File: config.mk
export PLATFORM = sky130hd
export DESIGN_NAME = int_rti_sequencer
export DESIGN_NICKNAME = d
export VERILOG_FILES = /design/src/rtl/int_rti_sequencer.sv
export SDC_FILE = /design/constraint.sdc
export NUM_CORES = 1
export LEC_CHECK = 0
export BUFFER_PORTS_ARGS = -buffer_cell sky130_fd_sc_hd__buf_4
export CORE_ASPECT_RATIO = 1.4
export CORE_MARGIN = 4
export CORE_UTILIZATION = 48
export DETAILED_ROUTE_END_ITERATION = 12
export GPL_ROUTABILITY_DRIVEN = 0
export PLACE_DENSITY = 0.75
export SYNTH_ARGS = -nofsm -noshare
export SYNTH_HDL_FRONTEND = slang
export SYNTH_SLANG_ARGS = --single-unit
File: constraint.sdc
create_clock -name clk_i -period 6.15 [get_ports clk_i]
set_input_delay 0 -clock clk_i [delete_from_list [all_inputs] [get_ports clk_i]]
set_output_delay 0 -clock clk_i [all_outputs]
set_load 0.05 [all_outputs]
File: src/rtl/int_rti_sequencer.sv
// Interrupt entry / RTI return sequencer sitting beside EX.
// Entry pushes return PC and {Z,N,C} to the stack and vectors the PC; RTI pops and restores both.
module int_rti_sequencer #(
  parameter logic [31:0] VEC_ADDR  = 32'h0000_0020,
  parameter int unsigned DRAIN_CYC = 3,
  parameter int unsigned WDOG_CYC  = 15
) (
  input  logic        clk_i,
  input  logic        reset_i,
  input  logic        int_req_i,
  input  logic        int_en_i,
  input  logic        rti_ex_i,
  input  logic        do_jmp_i,
  input  logic [31:0] jmp_addr_i,
  input  logic [31:0] pc_next_i,
  input  logic [2:0]  flags_in_i,
  input  logic        mem_ready_i,
  input  logic [15:0] pop_data_i,
  output logic        stall_fetch_o,
  output logic        flush_front_o,
  output logic        mem_write_o,
  output logic        mem_read_o,
  output logic [15:0] mem_wdata_o,
  output logic [1:0]  sp_op_o,
  output logic        pc_load_o,
  output logic [31:0] pc_load_val_o,
  output logic        flags_load_o,
  output logic [2:0]  flags_val_o,
  output logic        clr_int_o,
  output logic        int_ack_o,
  output logic        busy_o,
  output logic        err_timeout_o
);

  localparam int unsigned PC_W    = 32;
  localparam int unsigned DATA_W  = 16;
  localparam int unsigned FLG_W   = 3;
  localparam int unsigned SP_W    = 2;
  localparam int unsigned CNT_MAX = (WDOG_CYC > DRAIN_CYC) ? WDOG_CYC : DRAIN_CYC;
  localparam int unsigned CNT_W   = $clog2(CNT_MAX + 1);

  localparam logic [SP_W-1:0] SP_HOLD = SP_W'(0);
  localparam logic [SP_W-1:0] SP_PUSH = SP_W'(1);
  localparam logic [SP_W-1:0] SP_POP  = SP_W'(2);

  typedef enum logic [3:0] {
    S_IDLE,
    S_DRAIN,
    S_PUSH_PCH,
    S_PUSH_PCL,
    S_PUSH_FLG,
    S_VECTOR,
    S_RTI_DRAIN,
    S_POP_FLG,
    S_POP_PCL,
    S_POP_PCH,
    S_RESUME
  } state_e;

  state_e             state_q, state_d;
  logic [CNT_W-1:0]   cyc_q, cyc_d, cyc_sat;
  logic               pend_q, pend_d;
  logic               int_req_q;
  logic [PC_W-1:0]    ret_pc_q, ret_pc_d;
  logic [FLG_W-1:0]   ret_flg_q, ret_flg_d;
  logic [PC_W-1:0]    pop_pc_q, pop_pc_d;
  logic [FLG_W-1:0]   pop_flg_q, pop_flg_d;
  logic               stay, in_mem, drain_done;

  logic               stall_q, stall_d;
  logic               flush_q, flush_d;
  logic               mem_write_q, mem_write_d;
  logic               mem_read_q, mem_read_d;
  logic [DATA_W-1:0]  mem_wdata_q, mem_wdata_d;
  logic [SP_W-1:0]    sp_op_q, sp_op_d;
  logic               pc_load_q, pc_load_d;
  logic [PC_W-1:0]    pc_load_val_q, pc_load_val_d;
  logic               flags_load_q, flags_load_d;
  logic [FLG_W-1:0]   flags_val_q, flags_val_d;
  logic               int_ack_q, int_ack_d;
  logic               busy_q, busy_d;
  logic               err_q, err_d;

  assign drain_done = (cyc_q == CNT_W'(DRAIN_CYC));
  assign cyc_sat    = (cyc_q == CNT_W'(CNT_MAX)) ? cyc_q : cyc_q + CNT_W'(1);

  // Next-state and capture of return / popped context
  always_comb begin
    state_d   = state_q;
    ret_pc_d  = ret_pc_q;
    ret_flg_d = ret_flg_q;
    pop_pc_d  = pop_pc_q;
    pop_flg_d = pop_flg_q;
    unique case (state_q)
      S_IDLE: begin
        if (rti_ex_i || (pend_q && int_en_i)) begin
          state_d   = rti_ex_i ? S_RTI_DRAIN : S_DRAIN;
          ret_pc_d  = do_jmp_i ? jmp_addr_i : pc_next_i;
          ret_flg_d = flags_in_i;
        end
      end
      S_DRAIN:     if (drain_done)  state_d = S_PUSH_PCH;
      S_PUSH_PCH:  if (mem_ready_i) state_d = S_PUSH_PCL;
      S_PUSH_PCL:  if (mem_ready_i) state_d = S_PUSH_FLG;
      S_PUSH_FLG:  if (mem_ready_i) state_d = S_VECTOR;
      S_VECTOR:    state_d = S_IDLE;
      S_RTI_DRAIN: if (drain_done)  state_d = S_POP_FLG;
      S_POP_FLG: begin
        if (mem_ready_i) begin
          state_d   = S_POP_PCL;
          pop_flg_d = pop_data_i[FLG_W-1:0];
        end
      end
      S_POP_PCL: begin
        if (mem_ready_i) begin
          state_d                 = S_POP_PCH;
          pop_pc_d[DATA_W-1:0]    = pop_data_i;
        end
      end
      S_POP_PCH: begin
        if (mem_ready_i) begin
          state_d                 = S_RESUME;
          pop_pc_d[PC_W-1:DATA_W] = pop_data_i;
        end
      end
      S_RESUME:    state_d = S_IDLE;
      default:     state_d = S_IDLE;
    endcase
  end

  // Cycle counter (drain length and handshake watchdog) and pending latch
  always_comb begin
    in_mem = 1'b0;
    unique case (state_q)
      S_PUSH_PCH, S_PUSH_PCL, S_PUSH_FLG,
      S_POP_FLG, S_POP_PCL, S_POP_PCH: in_mem = 1'b1;
      default:                         in_mem = 1'b0;
    endcase
    stay   = (state_d == state_q);
    cyc_d  = stay ? cyc_sat : '0;
    err_d  = in_mem && stay && (cyc_q == CNT_W'(WDOG_CYC - 1));
    // A new edge wins over the clear so an INT raised during entry is not lost
    pend_d = (int_req_i && !int_req_q) ||
             (pend_q && !(state_d == S_PUSH_PCH && state_q != S_PUSH_PCH));
  end

  // Output decode from the next state so every strobe leaves a flop
  always_comb begin
    busy_d        = (state_d != S_IDLE);
    flush_d       = (state_q == S_IDLE) && (state_d != S_IDLE);
    stall_d       = (state_q != S_IDLE) && (state_d != S_IDLE);
    mem_write_d   = 1'b0;
    mem_read_d    = 1'b0;
    mem_wdata_d   = '0;
    sp_op_d       = SP_HOLD;
    pc_load_d     = 1'b0;
    pc_load_val_d = '0;
    flags_load_d  = 1'b0;
    flags_val_d   = '0;
    int_ack_d     = 1'b0;
    unique case (state_d)
      S_PUSH_PCH: begin
        mem_write_d = 1'b1;
        sp_op_d     = SP_PUSH;
        mem_wdata_d = ret_pc_d[PC_W-1:DATA_W];
      end
      S_PUSH_PCL: begin
        mem_write_d = 1'b1;
        sp_op_d     = SP_PUSH;
        mem_wdata_d = ret_pc_d[DATA_W-1:0];
      end
      S_PUSH_FLG: begin
        mem_write_d = 1'b1;
        sp_op_d     = SP_PUSH;
        mem_wdata_d = {{(DATA_W-FLG_W){1'b0}}, ret_flg_d};
      end
      S_VECTOR: begin
        pc_load_d     = 1'b1;
        pc_load_val_d = VEC_ADDR;
        int_ack_d     = 1'b1;
      end
      S_POP_FLG, S_POP_PCL, S_POP_PCH: begin
        mem_read_d = 1'b1;
        sp_op_d    = SP_POP;
      end
      S_RESUME: begin
        pc_load_d     = 1'b1;
        pc_load_val_d = pop_pc_d;
        flags_load_d  = 1'b1;
        flags_val_d   = pop_flg_d;
      end
      default: ;
    endcase
  end

  always_ff @(posedge clk_i) begin
    if (!reset_i) begin
      state_q       <= S_IDLE;
      cyc_q         <= '0;
      pend_q        <= 1'b0;
      int_req_q     <= 1'b0;
      ret_pc_q      <= '0;
      ret_flg_q     <= '0;
      pop_pc_q      <= '0;
      pop_flg_q     <= '0;
      stall_q       <= 1'b0;
      flush_q       <= 1'b0;
      mem_write_q   <= 1'b0;
      mem_read_q    <= 1'b0;
      mem_wdata_q   <= '0;
      sp_op_q       <= SP_HOLD;
      pc_load_q     <= 1'b0;
      pc_load_val_q <= '0;
      flags_load_q  <= 1'b0;
      flags_val_q   <= '0;
      int_ack_q     <= 1'b0;
      busy_q        <= 1'b0;
      err_q         <= 1'b0;
    end else begin
      state_q       <= state_d;
      cyc_q         <= cyc_d;
      pend_q        <= pend_d;
      int_req_q     <= int_req_i;
      ret_pc_q      <= ret_pc_d;
      ret_flg_q     <= ret_flg_d;
      pop_pc_q      <= pop_pc_d;
      pop_flg_q     <= pop_flg_d;
      stall_q       <= stall_d;
      flush_q       <= flush_d;
      mem_write_q   <= mem_write_d;
      mem_read_q    <= mem_read_d;
      mem_wdata_q   <= mem_wdata_d;
      sp_op_q       <= sp_op_d;
      pc_load_q     <= pc_load_d;
      pc_load_val_q <= pc_load_val_d;
      flags_load_q  <= flags_load_d;
      flags_val_q   <= flags_val_d;
      int_ack_q     <= int_ack_d;
      busy_q        <= busy_d;
      err_q         <= err_d;
    end
  end

  assign stall_fetch_o = stall_q;
  assign flush_front_o = flush_q;
  assign mem_write_o   = mem_write_q;
  assign mem_read_o    = mem_read_q;
  assign mem_wdata_o   = mem_wdata_q;
  // Stack pointer only moves in the accepting cycle of a handshake
  assign sp_op_o       = mem_ready_i ? sp_op_q : SP_HOLD;
  assign pc_load_o     = pc_load_q;
  assign pc_load_val_o = pc_load_val_q;
  assign flags_load_o  = flags_load_q;
  assign flags_val_o   = flags_val_q;
  assign clr_int_o     = int_ack_q;
  assign int_ack_o     = int_ack_q;
  assign busy_o        = busy_q;
  assign err_timeout_o = err_q;

endmodule
==> qor.csv <==
metric,value,unit
run status,completed,
Synthesized Nets,557,
Critical Path AT,3440,ps
initial core utilization,0.4960,
number of synthesized register bits,126,
Max Fanout on Critical Path,20,
Initial DRC Count,105,
Post-Synthesis Cells,465,
IO Count,153,
Peak Freq,320.6,MHz
std cell rows,43,
share of layout cells above drive strength 1,0.3824,
number of diodes,0,
P_leak,3.143,nW
post-layout min period,3119,ps
Maximum Capacitance Violations,0,
Die Y,128.6,µm
number of synthesized flops with an enable pin,0,
largest net degree at the start of global routing,38,
clock skew,5.604,ps
Area growth syn-to-layout,45.46,%
Final Slew Violations,0,
WHS,9.914,ps
clock slew seen by the registers of the worst setup and hold paths,50,ps
worst-skew pair later-pin latency,410,ps
clk sink count,126,
top post-synthesis cells by area,"dfxtp_1 (51%), mux2i_1 (11%), mux2_2 (9.0%)",
Hold Path Class,primary input to flip-flop,
sequential element share of the synthesized area,0.5055,
Synth Flop Type,dfxtp_1,
global route overflow,0,
Cell variety after synth,53,
compound-cell area share of the yosys netlist,0.05893,
Sw Ratio,0.2879,
vias in the first global route,4084,
WL per Instance,14.86,µm
Clk pwr share,0.376,
# DRC,0,
share of the synthesized area in the top cell type,0.5055,
PortBufs,152,
initial antenna violation count,0,
htree depth,4,
post-layout util,0.7214,
# setup viols final,0,
first-pass GRT wire length,19150,µm
internal power,0.001686,W
period utilisation layout,0.5072,
cts bufs inserted,17,
Seq pwr share,0.387,
Chip Width,94.17,µm
CTS Buffer Depth,2,
DR vias/cell,4.872,
placed cell areas,6141,µm²
synth warn,0,
root buf cell,clkbuf_16,
actual slew at the worst max-slew pin,1073,ps
final wirelength,11990,µm
Die ar.,12110,µm²
Critical Path RT,6470,ps
pwr/cell area,326.2,nW/µm²
Fin Setup TNS,0,ps
Max IR drop VDD,0.0002483,V
NetSw,0.0006817,W
Final Hold Vio Count,0,
RSZ-0062 raised after global routing,false,
first drt pass iteration count,4,
Synth Area in XOR/XNOR,0.007021,
mapped cell area,4990,µm²
clock tree from TritonCTS,yes,
Core Area,10060,µm²
post-synthesis area per instance,10.73,µm²
Comb pwr share,0.237,
fin area,7258,µm²
"antenna viol nets, final",0,
multiplexer share of the synthesized area,0.2247,
Synth area leader,dfxtp_1,
nets,751,
CP Class,flip-flop to flip-flop,
normalized max-slew margin,0.2815,
cts repair resizes,0,
"FFs w/ async S/R, synth",0,
main combinational cell family by area after synthesis,multiplexers,
CP endpoint kind,flip-flop,
hpwl dp,7931,µm
Synth Area in Adders,0.005015,
Overall Global Routing Usage,0.2009,
total number of vias,3932,
Simple-Gate Fraction of Synth Area,0.1575,
CP Launch Type,flip-flop,
-- layer usage --
metal	wire length [µm]	GRT usage	vias up
met2	6090	0.3524	132
met3	949	0.07427	16
li1	-	-	1979
met1	4785	0.2205	1805
met5	0	0	-
met4	165	0.07313	0
-- cell usage after synthesis (2+ instances only) --
master     count
xnor2_1        4
or3b_2         2
dfxtp_1      126
nand3b_1       2
and2_1         7
buf_1          2
a2111oi_2      2
mux2_2        40
a21oi_1        6
mux2i_1       55
mux2_4         8
o21ai_0        6
a21bo_2        2
buf_2          2
and3_1        16
ha_1           2
buf_6          2
nor2_2         8
nand2_1        4
nand3_1        3
clkbuf_1      24
inv_1          5
nor2_1        88
buf_4          5
o2bb2ai_1      3
a31oi_1        2
nor3_1         4
nor4_1         2
nor2b_1        7
o21a_1         3
-- final timing paths --
path,startpoint,to,slack [ps],depth (start not counted)
max,state_q[0]$_SDFF_PN0_,mem_wdata_o[0]$_SDFF_PN0_,3030,5
min,pc_next_i[22],ret_pc_q[22]$_SDFF_PN0_,10,4
min reg2reg,ret_pc_q[18]$_SDFF_PN0_,ret_pc_q[18]$_SDFF_PN0_,490,2
max reg2reg,state_q[0]$_SDFF_PN0_,mem_wdata_o[0]$_SDFF_PN0_,3030,5
-- final cells by class --
class	instances	area, µm²
clock buffers	20	456.7
clock inverters	12	90.09
fillers	697	2803
inverters	5	18.77
multi-input cells	298	2275
flip-flops and latches	126	2522
well taps	135	168.9
repair buffers	211	1727
-- layout by cell type, fill, tap and decap left out, types with 6 or more instances in the layout --
cell type,netlist,routed
and3_1,16,16
clkinvlp_4,0,6
and2_1,7,7
o21ai_0,6,6
dfxtp_1,126,126
nor2b_1,7,6
nor2_2,8,8
dlygate4sd3_1,0,57
buf_4,5,154
mux2_2,40,40
mux2i_1,55,55
nor2_1,88,88
clkbuf_16,0,17
mux2_4,8,8
-- power by group through the flow --
stage / combinational, W / clock (W) / sequential [W]
after floorplan: 0.000360 / 0 / 0.000983
after global placement: 0.000519 / 0 / 0.000931
after detailed placement: 0.000529 / 0 / 0.000934
after CTS: 0.000563 / 0.000907 / 0.000917
after global routing: 0.000607 / 0.000947 / 0.000925
final: 0.000561 / 0.000890 / 0.000917
-- cells by family after synthesis --
logic type	after synthesis
AO/OA/AOI/OAI	34
XOR/XNOR	4
adder cells (fa/ha/maj)	2
buffers and inverters	41
flip-flops	126
multiplexers	103
AND/OR/NAND/NOR	155
-- critical path, cell delays in order, from the launching register on --
cell       delay [ps]
dfxtp_1           500
or4_1             660
o32ai_1           440
a211o_1           870
mux2_2            410
o2bb2ai_1         150
-- sequential cells by signal (all words and copies together), names as in the netlist, 2 cells and up --
name           flops
cyc_q              4
flags_val_o        3
mem_wdata_o       16
pc_load_val_o     32
pop_flg_q          3
pop_pc_q          16
ret_flg_q          3
ret_pc_q          32
sp_op_q            2
state_q            4
-- through the flow --
step	power, W	worst slack (ps)	instances
after floorplan	0.001343	3852	465
after global placement	0.001450	3123	718
after detailed placement	0.001463	3048	718
after CTS	0.002387	3023	807
after global routing	0.002478	2869	807
final	0.002368	3031	807
-- repair_timing --
action	in CTS	in global routing
hold buffers	57	0
hold endpoints to repair	86	0
setup buffers	0	0
No activity file was read; power rests on OpenSTA's default activity.
